`src/rtl/dffrf_bist_pkg.sv`:
```
// Shared types and the March C- element table for the register-file BIST engine.
package dffrf_bist_pkg;

  typedef enum logic [3:0] {
    S_IDLE  = 4'd0,
    S_M0    = 4'd1,
    S_M1    = 4'd2,
    S_M2    = 4'd3,
    S_M3    = 4'd4,
    S_M4    = 4'd5,
    S_M5    = 4'd6,
    S_DRAIN = 4'd7,
    S_DONE  = 4'd8
  } state_t;

  localparam int ELEM_CNT = 6;
  localparam int ELEM_W   = 3;

  typedef struct packed {
    logic down;
    logic rd;
    logic rd_inv;
    logic wr;
    logic wr_inv;
  } march_row_t;

  // {down, rd, rd_inv, wr, wr_inv}; *_inv selects ~P instead of P
  localparam march_row_t MARCH_TBL [ELEM_CNT] = '{
    5'b00010,
    5'b01011,
    5'b01110,
    5'b11011,
    5'b11110,
    5'b11000
  };

  function automatic logic is_march(input state_t s);
    return (s >= S_M0) && (s <= S_M5);
  endfunction

  function automatic logic [ELEM_W-1:0] elem_of(input state_t s);
    logic [3:0] d;
    d = 4'(s) - 4'd1;
    return d[ELEM_W-1:0];
  endfunction

  function automatic march_row_t march_row(input state_t s);
    if (!is_march(s)) return '0;
    return MARCH_TBL[elem_of(s)];
  endfunction

endpackage

```
`src/rtl/dffrf_bist_cmp.sv`:
```
// Read-latency-matched compare pipeline with first-failure capture.
module dffrf_bist_cmp
  import dffrf_bist_pkg::*;
#(
  parameter int DATA_W = 32,
  parameter int ADDR_W = 5,
  parameter int RD_LAT = 0
) (
  input  logic              CLK,
  input  logic              RST_N,
  input  logic              clr,
  input  logic              vld_p0,
  input  logic [DATA_W-1:0] exp_p0,
  input  logic [ADDR_W-1:0] addr_p0,
  input  logic [ELEM_W-1:0] elem_p0,
  input  logic [DATA_W-1:0] DA,
  input  logic [DATA_W-1:0] DB,
  output logic              FAIL,
  output logic [ADDR_W-1:0] FAIL_ADDR,
  output logic [ELEM_W-1:0] FAIL_ELEM,
  output logic [1:0]        FAIL_PORT
);

  logic              vld_q;
  logic [DATA_W-1:0] exp_q;
  logic [ADDR_W-1:0] addr_q;
  logic [ELEM_W-1:0] elem_q;
  logic              miss_a;
  logic              miss_b;

  if (RD_LAT == 0) begin : g_comb
    assign vld_q  = vld_p0;
    assign exp_q  = exp_p0;
    assign addr_q = addr_p0;
    assign elem_q = elem_p0;
  end else begin : g_pipe
    logic              vld_p  [1:RD_LAT];
    logic [DATA_W-1:0] exp_p  [1:RD_LAT];
    logic [ADDR_W-1:0] addr_p [1:RD_LAT];
    logic [ELEM_W-1:0] elem_p [1:RD_LAT];

    // Stage 0 -> RD_LAT: tag travels with the RF read data
    always_ff @(posedge CLK or negedge RST_N) begin
      if (!RST_N) begin
        for (int i = 1; i <= RD_LAT; i++) vld_p[i] <= 1'b0;
      end else begin
        vld_p[1] <= vld_p0;
        for (int i = 2; i <= RD_LAT; i++) vld_p[i] <= vld_p[i-1];
      end
    end

    always_ff @(posedge CLK) begin
      exp_p[1]  <= exp_p0;
      addr_p[1] <= addr_p0;
      elem_p[1] <= elem_p0;
      for (int i = 2; i <= RD_LAT; i++) begin
        exp_p[i]  <= exp_p[i-1];
        addr_p[i] <= addr_p[i-1];
        elem_p[i] <= elem_p[i-1];
      end
    end

    assign vld_q  = vld_p[RD_LAT];
    assign exp_q  = exp_p[RD_LAT];
    assign addr_q = addr_p[RD_LAT];
    assign elem_q = elem_p[RD_LAT];
  end

  assign miss_a = vld_q && (DA != exp_q);
  assign miss_b = vld_q && (DB != exp_q);

  // Compare stage: only the first mismatch of a run is recorded
  always_ff @(posedge CLK or negedge RST_N) begin
    if (!RST_N) begin
      FAIL      <= 1'b0;
      FAIL_ADDR <= '0;
      FAIL_ELEM <= '0;
      FAIL_PORT <= '0;
    end else if (clr) begin
      FAIL      <= 1'b0;
      FAIL_ADDR <= '0;
      FAIL_ELEM <= '0;
      FAIL_PORT <= '0;
    end else if ((miss_a || miss_b) && !FAIL) begin
      FAIL      <= 1'b1;
      FAIL_ADDR <= addr_q;
      FAIL_ELEM <= elem_q;
      FAIL_PORT <= {miss_b, miss_a};
    end
  end

endmodule

```
`src/rtl/dffrf_bist.sv`:
```
// March C- BIST initiator for a 2R1W register file; drives both read ports and the write port.
module dffrf_bist
  import dffrf_bist_pkg::*;
#(
  parameter int DATA_W = 32,
  parameter int ADDR_W = 5,
  parameter int RD_LAT = 0
) (
  input  logic              CLK,
  input  logic              RST_N,
  input  logic              START,
  output logic              BUSY,
  output logic              DONE,
  output logic              FAIL,
  output logic [ADDR_W-1:0] FAIL_ADDR,
  output logic [2:0]        FAIL_ELEM,
  output logic [1:0]        FAIL_PORT,
  output logic [ADDR_W-1:0] RA,
  output logic [ADDR_W-1:0] RB,
  input  logic [DATA_W-1:0] DA,
  input  logic [DATA_W-1:0] DB,
  output logic              WE,
  output logic [ADDR_W-1:0] RW,
  output logic [DATA_W-1:0] DW
);

  function automatic logic [DATA_W-1:0] alt_pat();
    logic [DATA_W-1:0] p;
    for (int i = 0; i < DATA_W; i++) p[i] = ((i % 2) == 0);
    return p;
  endfunction

  localparam logic [DATA_W-1:0] PAT      = alt_pat();
  localparam logic [ADDR_W-1:0] ADDR_MAX = '1;

  state_t            state, state_nx;
  logic [ADDR_W-1:0] addr, addr_nx;
  logic [1:0]        drain_cnt, drain_nx;
  logic              start_acc;
  logic              last_addr;
  march_row_t        row, row_nx;
  logic              cmp_vld;
  logic [DATA_W-1:0] cmp_exp;
  logic [ELEM_W-1:0] cmp_elem;

  always_ff @(posedge CLK or negedge RST_N) begin
    if (!RST_N) begin
      state     <= S_IDLE;
      addr      <= '0;
      drain_cnt <= '0;
    end else begin
      state     <= state_nx;
      addr      <= addr_nx;
      drain_cnt <= drain_nx;
    end
  end

  always_comb begin
    state_nx  = state;
    addr_nx   = addr;
    drain_nx  = drain_cnt;
    start_acc = 1'b0;
    row       = march_row(state);
    row_nx    = '0;
    last_addr = row.down ? (addr == '0) : (addr == ADDR_MAX);
    case (state)
      S_IDLE, S_DONE: begin
        if (START) begin
          state_nx  = S_M0;
          addr_nx   = '0;
          start_acc = 1'b1;
        end
      end
      S_M0, S_M1, S_M2, S_M3, S_M4, S_M5: begin
        if (!last_addr) begin
          addr_nx = row.down ? addr - 1'b1 : addr + 1'b1;
        end else if (state == S_M5) begin
          state_nx = S_DRAIN;
          addr_nx  = '0;
          drain_nx = '0;
        end else begin
          state_nx = state_t'(4'(state) + 4'd1);
          row_nx   = march_row(state_nx);
          addr_nx  = row_nx.down ? ADDR_MAX : '0;
        end
      end
      S_DRAIN: begin
        // DRAIN spans RD_LAT+1 cycles so the last registered read is compared
        if (drain_cnt == 2'(RD_LAT)) state_nx = S_DONE;
        else                         drain_nx = drain_cnt + 2'd1;
      end
      default: state_nx = S_IDLE;
    endcase
  end

  always_comb begin
    BUSY     = is_march(state) || (state == S_DRAIN);
    DONE     = (state == S_DONE);
    RA       = is_march(state) ? addr : '0;
    WE       = row.wr;
    DW       = '0;
    if (row.wr) DW = row.wr_inv ? ~PAT : PAT;
    cmp_vld  = row.rd;
    cmp_exp  = row.rd_inv ? ~PAT : PAT;
    cmp_elem = elem_of(state);
  end

  assign RB = RA;
  assign RW = RA;

  dffrf_bist_cmp #(
    .DATA_W (DATA_W),
    .ADDR_W (ADDR_W),
    .RD_LAT (RD_LAT)
  ) u_cmp (
    .CLK       (CLK),
    .RST_N     (RST_N),
    .clr       (start_acc),
    .vld_p0    (cmp_vld),
    .exp_p0    (cmp_exp),
    .addr_p0   (addr),
    .elem_p0   (cmp_elem),
    .DA        (DA),
    .DB        (DB),
    .FAIL      (FAIL),
    .FAIL_ADDR (FAIL_ADDR),
    .FAIL_ELEM (FAIL_ELEM),
    .FAIL_PORT (FAIL_PORT)
  );

endmodule

```
`config.mk`:
```
export PLATFORM = sky130hd
export DESIGN_NAME = dffrf_bist
export DESIGN_NICKNAME = d
export VERILOG_FILES = /design/src/rtl/dffrf_bist_pkg.sv /design/src/rtl/dffrf_bist_cmp.sv /design/src/rtl/dffrf_bist.sv
export SDC_FILE = /design/constraint.sdc
export NUM_CORES = 1
export LEC_CHECK = 0
export CORE_ASPECT_RATIO = 1.2
export CORE_MARGIN = 2
export CORE_UTILIZATION = 36
export DETAILED_ROUTE_END_ITERATION = 7
export PLACE_DENSITY = 0.79
export SYNTH_ARGS = -nofsm -noshare
export SYNTH_HDL_FRONTEND = slang
export SYNTH_SLANG_ARGS = --single-unit
export TNS_END_PERCENT = 1
```
`constraint.sdc`:
```
create_clock -name CLK -period 3.2 [get_ports CLK]
set_clock_uncertainty 0.15 [all_clocks]
set_input_delay 0.64 -clock CLK [delete_from_list [all_inputs] [get_ports CLK]]
set_output_delay 0.64 -clock CLK [all_outputs]
set_load 0.02 [all_outputs]
```
==> results_dict.tcl, run 1 <==
set metrics [dict create \
    status "finished, final reports clean" \
    synth_edf_count 0 \
    async_reset_ff_frac 1.00 \
    grt_max_degree 23 \
    ys_seq_area_frac 0.239 \
    hold_class "flop to flop" \
    synth_cells 269 \
    path_buf_inv 3 \
    cp-start-kind "flop" \
    start_util 0.376 \
    avgSynthCellArea_sq_um 8.58 \
    wl_met1_microns 2670 \
    cap_violations 0 \
    postLayoutCoreUtil 0.580 \
    dr.pass1.iters 5 \
    post_drt_wl_per_cell_microns 15.6 \
    wl_met2_microns 3810 \
    post-place-ws_ps -60.4 \
    insertion_delay_ps 270 \
    dr_wl_met3_microns 451 \
    cp-end-kind "primary output" \
    die_area_sq_um 7070 \
    place_inst 444 \
    power_density_nw_per_um2 1160 \
    critPathMaxStageDelay_ps 430 \
    overflow 0 \
    grt_pass1_vias 2436 \
    synth_seq_cells 22 \
    htree_levels 1 \
    grt_util_all_layers 0.191 \
    relSlewSlack 0.592 \
    crit_arrival_ps 2350 \
    place_congestion 0.920 \
    crit_chain "inv_1 > ha_1 > and3b_4 > or3_4 > nor3_2 > buf_4 > dlygate4sd2_1" \
    ir_drop_uv 638 \
    p_leak_uw 0.00156 \
    layout_min_cycle_time_ps 3140 \
    rsz0062_at_grt "true" \
    grt_pass1_wl_microns 11200 \
    fmax_mhz 319 \
    ant_nets 0 \
    setup_tns_ps 0 \
    layout_setup_ws_ps 62.7 \
    fp-row-count 31 \
    cp_top_family "simple AND/OR/NAND/NOR gates" \
    die_h_microns 91.7 \
    die_w_microns 77.1 \
    cp_slowest_cell "or3_4" \
    tightest_slew_ps 607 \
    numCtsBuffers 3 \
    root_buffer "clkbuf_8" \
    finalHoldViolCount 0 \
    antenna_cells 0 \
    holdWs_ps 379 \
    core_sq_um 6130 \
    critPathRequiredTime_ps 2410 \
    critPathKind "flop to primary output" \
    antenna_found_initial 0 \
    route.detailed.drc 0 \
    clk_pin_slew_ps 90 \
    dr_total_vias 2395 \
    synth-main-ff-cell "dfrtp_1" \
    clock-sinks 22 \
    slew_viol_final 0 \
    dr.max_layer_used "met4" \
    finalSetupViolCount 0 \
    hpwl_microns 5680 \
    worstPathMaxFanout 16 \
    cts_tree "yes" \
    synth.net_count 349 \
    layout_worst_path_cycle_share 0.980 \
    fin_cells 452 \
    nets 451 \
    synth_cell_types 49 \
    drive_above_1_share 0.119 \
    syn_area_sq_um 2310 \
    vias_per_cell 5.30 \
    io_buffers 127 \
    clock_path_buffers 2 \
    first_iter_violations 84 \
    cts-hold-fix-buffers 0 \
    yosysWarningCount 0 \
    wl_microns 7040 \
    io_pins 128 \
    fillers 587 \
    areaGrowthSynthToFinish_pct 54.0 \
]
==> logic make-up after synthesis <==
logic type,share of synthesized area
simple gates,0.332
buf+inv,0.170
compound gates,0.150
flops,0.239
fa+ha+maj,0.0738
xor+xnor,0.0152
mux,0.0201
==> registers in the layout (all words and copies together) (netlist names) <==
register         flops
state                4
u_cmp.FAIL_PORT      2
u_cmp.FAIL_ADDR      5
u_cmp.FAIL           1
addr                 5
u_cmp.FAIL_ELEM      3
drain_cnt            2
==> report_power, final <==
group | internal [uW] | switching, uW
registers | 390 | 106
logic | 1470 | 1890
clock network | 167 | 98.6
==> cells in the final DEF, fill, tap and decap left out, drive strengths merged, types with 3 or more instances in the layout <==
| master | count |
|---|---|
| xnor2 | 3 |
| dfrtp | 22 |
| o22ai | 3 |
| clkdlybuf4s50 | 86 |
| nor4bb | 32 |
| a22o | 3 |
| and3 | 3 |
| nor2 | 20 |
| inv | 12 |
| ha | 12 |
| and2 | 4 |
| nand2 | 16 |
| buf | 19 |
| a21o | 4 |
| dlygate4sd2 | 37 |
| o21ai | 12 |
| nor3 | 6 |
| clkbuf | 3 |
| nand4 | 8 |
| nand3 | 13 |
| a21oi | 15 |
==> layout make-up <==
| type | count | area (sq um) | share of cell area |
|---|---|---|---|
| clock buffers | 3 | 41.3 | 0.0116 |
| clock inverters | 1 | 30.0 | 0.00845 |
| inverters | 12 | 45.0 | 0.0127 |
| multi-input cells | 186 | 1400 | 0.393 |
| flip-flops and latches | 22 | 552 | 0.155 |
| well taps | 82 | 103 | 0.0289 |
| repair buffers | 146 | 1390 | 0.390 |
==> path summary, 6_finish.rpt <==
check	startpoint	to	slack (ps)	cells after the start
max	state[0]	DW[23]	60	7
max in group asynchronous	RST_N	state[1]	2080	2
min	u_cmp.FAIL	u_cmp.FAIL	380	2
min reg2reg	u_cmp.FAIL	u_cmp.FAIL	380	2
max reg2reg	state[0]	addr[4]	160	13
min in group asynchronous	RST_N	addr[3]	570	2
==> stage by stage <==
step,cell area [sq um],total power [uW]
after floorplan,2310,3040
after detailed placement,3470,4090
after global routing,3550,4390
after CTS,3510,4090
final,3550,4130
after global placement,3470,4000
==> synthesized netlist by cell type (5+ instances only) <==
cell	number	area share
ha_1	12	0.065
buf_4	41	0.13
a21oi_1	15	0.033
inv_1	12	0.020
dfrtp_1	22	0.24
nor2_1	20	0.033
nor3_1	5	0.011
nand2_1	16	0.026
nand4_1	8	0.022
clkbuf_1	6	0.0098
nand3_1	13	0.028
o21ai_0	12	0.026
nor4bb_1	32	0.14
==> routing by layer <==
| layer | GRT usage | vias to the layer above |
|---|---|---|
| met5 | 0 | - |
| met4 | 0.0640 | 0 |
| met3 | 0.0374 | 12 |
| met2 | 0.365 | 98 |
| met1 | 0.209 | 1136 |
| li1 | - | 1149 |
==> worst register-to-register path, stage by stage (launching register included) <==
cell	delay [ps]
dfrtp_1	390
inv_1	130
ha_1	180
buf_4	120
inv_1	60
ha_1	210
nor4_4	390
buf_4	190
ha_1	260
a21o_1	190
a21oi_1	170
xnor2_1	170
o21ai_1	90
a22o_1	240
==> timing repair <==
action / CTS / global route
pin swaps: 1 / 2
setup endpoints to repair: 54 / 31
endpoints found under the hold margin: 0 / 0
resized for setup: 43 / 9
setup buffers: 0 / 4
(Power assumes the default switching activity.)
==> run 2: changes to the inputs <==
- SETUP_SLACK_MARGIN: unset -> 0.02
==> run 2 against run 1 <==
  * Sequential share of layout area down 0.054 points
  * First-iteration DRC count up 14%
  * Cell area up 0.35%
  * Clock power about the same
  * Register-to-register slack about the same
  * Combinational power about the same
  * Utilization up 0.20 points
  * Count of clock-buffer cells in the layout unchanged
  * Via count unchanged
  * Critical path depth unchanged
==> results_dict.tcl, run 2 (synthesis results as in run 1) <==
set metrics [dict create \
    ant_nets 0 \
    first_iter_violations 96 \
    grt_pass1_wl_microns 11200 \
    crit_end "DW[9]" \
    use_met2 0.365 \
    crit_arrival_ps 2350 \
    place_congestion 0.920 \
    start_util 0.376 \
    cap_violations 0 \
    numCtsBuffers 3 \
    areaGrowthSynthToFinish_pct 54.6 \
    switching_share 0.509 \
    finalPower_uw 4120 \
    grt_max_degree 23 \
    use_met1 0.209 \
    placed_area_sq_um 3470 \
    htree_levels 1 \
    drive_above_1_share 0.122 \
    cts_tree "yes" \
    antenna_cells 0 \
    fmax_mhz 319 \
    layout_worst_path_cycle_share 0.980 \
    worstPathMaxFanout 16 \
    layout_commonest_cell "clkdlybuf4s50_1" \
    core_sq_um 6130 \
    die_area_sq_um 7070 \
    p_comb_frac 0.815 \
    vias_per_cell 5.30 \
    crit_path_start "state[0]" \
    stdcell_area_sq_um 3570 \
    nets 451 \
    setup_tns_ps 0 \
    dr_total_vias 2395 \
    holdWs_ps 383 \
    grt_util_all_layers 0.191 \
    clk_pin_slew_ps 90 \
    grt_use_met3 0.0374 \
    die_w_microns 77.1 \
    intPower_uw 2020 \
    rsz0062_at_grt "true" \
    critPathKind "flop to primary output" \
    top_usage_layer "met2" \
    power_frac_clock 0.065 \
    critPathRequiredTime_ps 2410 \
    status "finished, final reports clean" \
    r2r_setup_slack_ps 160 \
    timing.rr.start "state[0]" \
    reg_top3 "addr: 5 flops, u_cmp.FAIL_ADDR: 5 flops, state: 4 flops" \
    seq_power_share 0.121 \
    clock_path_buffers 2 \
    power_density_nw_per_um2 1160 \
    cp-end-kind "primary output" \
    ir_drop_uv 625 \
    route.detailed.drc 0 \
    slew_viol_final 0 \
    dr.pass1.iters 4 \
    antenna_found_initial 0 \
    timing.rr.end "addr[4]" \
    cp-start-kind "flop" \
    clock-sinks 22 \
    switchingPower_uw 2100 \
    finalHoldViolCount 0 \
    grt_pass1_vias 2436 \
    hpwl_microns 5680 \
    root_buffer "clkbuf_8" \
    ff2ff_path_depth 14 \
    wl_microns 7040 \
    io_buffers 127 \
    relSlewSlack 0.636 \
    die_h_microns 91.7 \
    io_pins 128 \
    p_leak_uw 0.00161 \
    insertion_delay_ps 270 \
    fp-row-count 31 \
    hold_class "flop to flop" \
    layout_min_cycle_time_ps 3140 \
    tightest_slew_ps 542 \
    post_drt_wl_per_cell_microns 15.6 \
    final_cell_mix "clkdlybuf4s50_1, dlygate4sd2_1, nor4bb_1" \
    finalSetupViolCount 0 \
    overflow 0 \
]
==> run 2: cell types whose count changed in the layout (fill, tap and decap cells not counted), sizes merged <==
cell	before	now
clkbuf	3	4
clkdlybuf4s15	2	5
clkdlybuf4s50	86	81
dlygate4sd2	37	33
dlymetal6s2s	2	7
==> run 2: cell type report <==
class,count,area [sq um]
timing repair buffer,146,1400
tap,82,103
sequential,22,552
clock inverter,1,30.0
clock buffer,3,41.3
inverter,12,45.0
fill,582,2560
multi-input combinational,186,1400
==> run 2: what timing repair did <==
| action | in CTS | in global routing |
|---|---|---|
| pin swaps | 1 | 2 |
| gates resized for setup | 43 | 19 |
| buffers inserted | 0 | 4 |
| hold buffers | 0 | 0 |
| cloned | 0 | 0 |
| endpoints found under the setup margin | 57 | 45 |
==> run 2: power groups by stage <==
| stage | Clock (uW) | Combinational [uW] | Sequential (uW) |
|---|---|---|---|
| 2_1_floorplan | 0 | 2520 | 524 |
| 3_3_place_gp | 0 | 3510 | 493 |
| 3_5_place_dp | 0 | 3600 | 492 |
| 4_1_cts | 272 | 3330 | 491 |
| 5_1_grt | 280 | 3590 | 507 |
| 6_report | 267 | 3360 | 497 |
==> run 2: per-layer routing <==
| layer | part of all wire | vias up |
|---|---|---|
| li1 | - | 1148 |
| met1 | 0.39 | 1145 |
| met2 | 0.54 | 88 |
| met3 | 0.054 | 14 |
| met4 | 0.017 | 0 |
| met5 | 0 | - |
==> run 2: worst min path at each step <==
stage / slack [ps] / end / from / depth (start not counted)
after global placement: 350 / u_cmp.FAIL / u_cmp.FAIL / 2
final: 380 / u_cmp.FAIL / u_cmp.FAIL / 2
after detailed placement: 360 / u_cmp.FAIL / u_cmp.FAIL / 2
after global routing: 420 / u_cmp.FAIL / u_cmp.FAIL / 2
after floorplan: 190 / addr[0] / RST_N / 0
after CTS: 380 / u_cmp.FAIL / u_cmp.FAIL / 2
==> run 2: metrics by stage <==
| stage | cells | util | worst slack [ps] |
|---|---|---|---|
| after floorplan | 269 | - | -139 |
| after global placement | 444 | 0.566 | 23.7 |
| after detailed placement | 444 | 0.566 | -60.4 |
| after CTS | 448 | 0.572 | 26.4 |
| after global routing | 452 | 0.582 | -32.6 |
| final | 452 | 0.582 | 62.8 |
==> run 2: critical path, stage by stage, from the launching register on <==
cell and delay [ps]:
dfrtp_1 390, inv_1 130, ha_1 210, and3b_4 240, or3_4 430, nor3_2 120
buf_4 210, dlygate4sd2_1 350
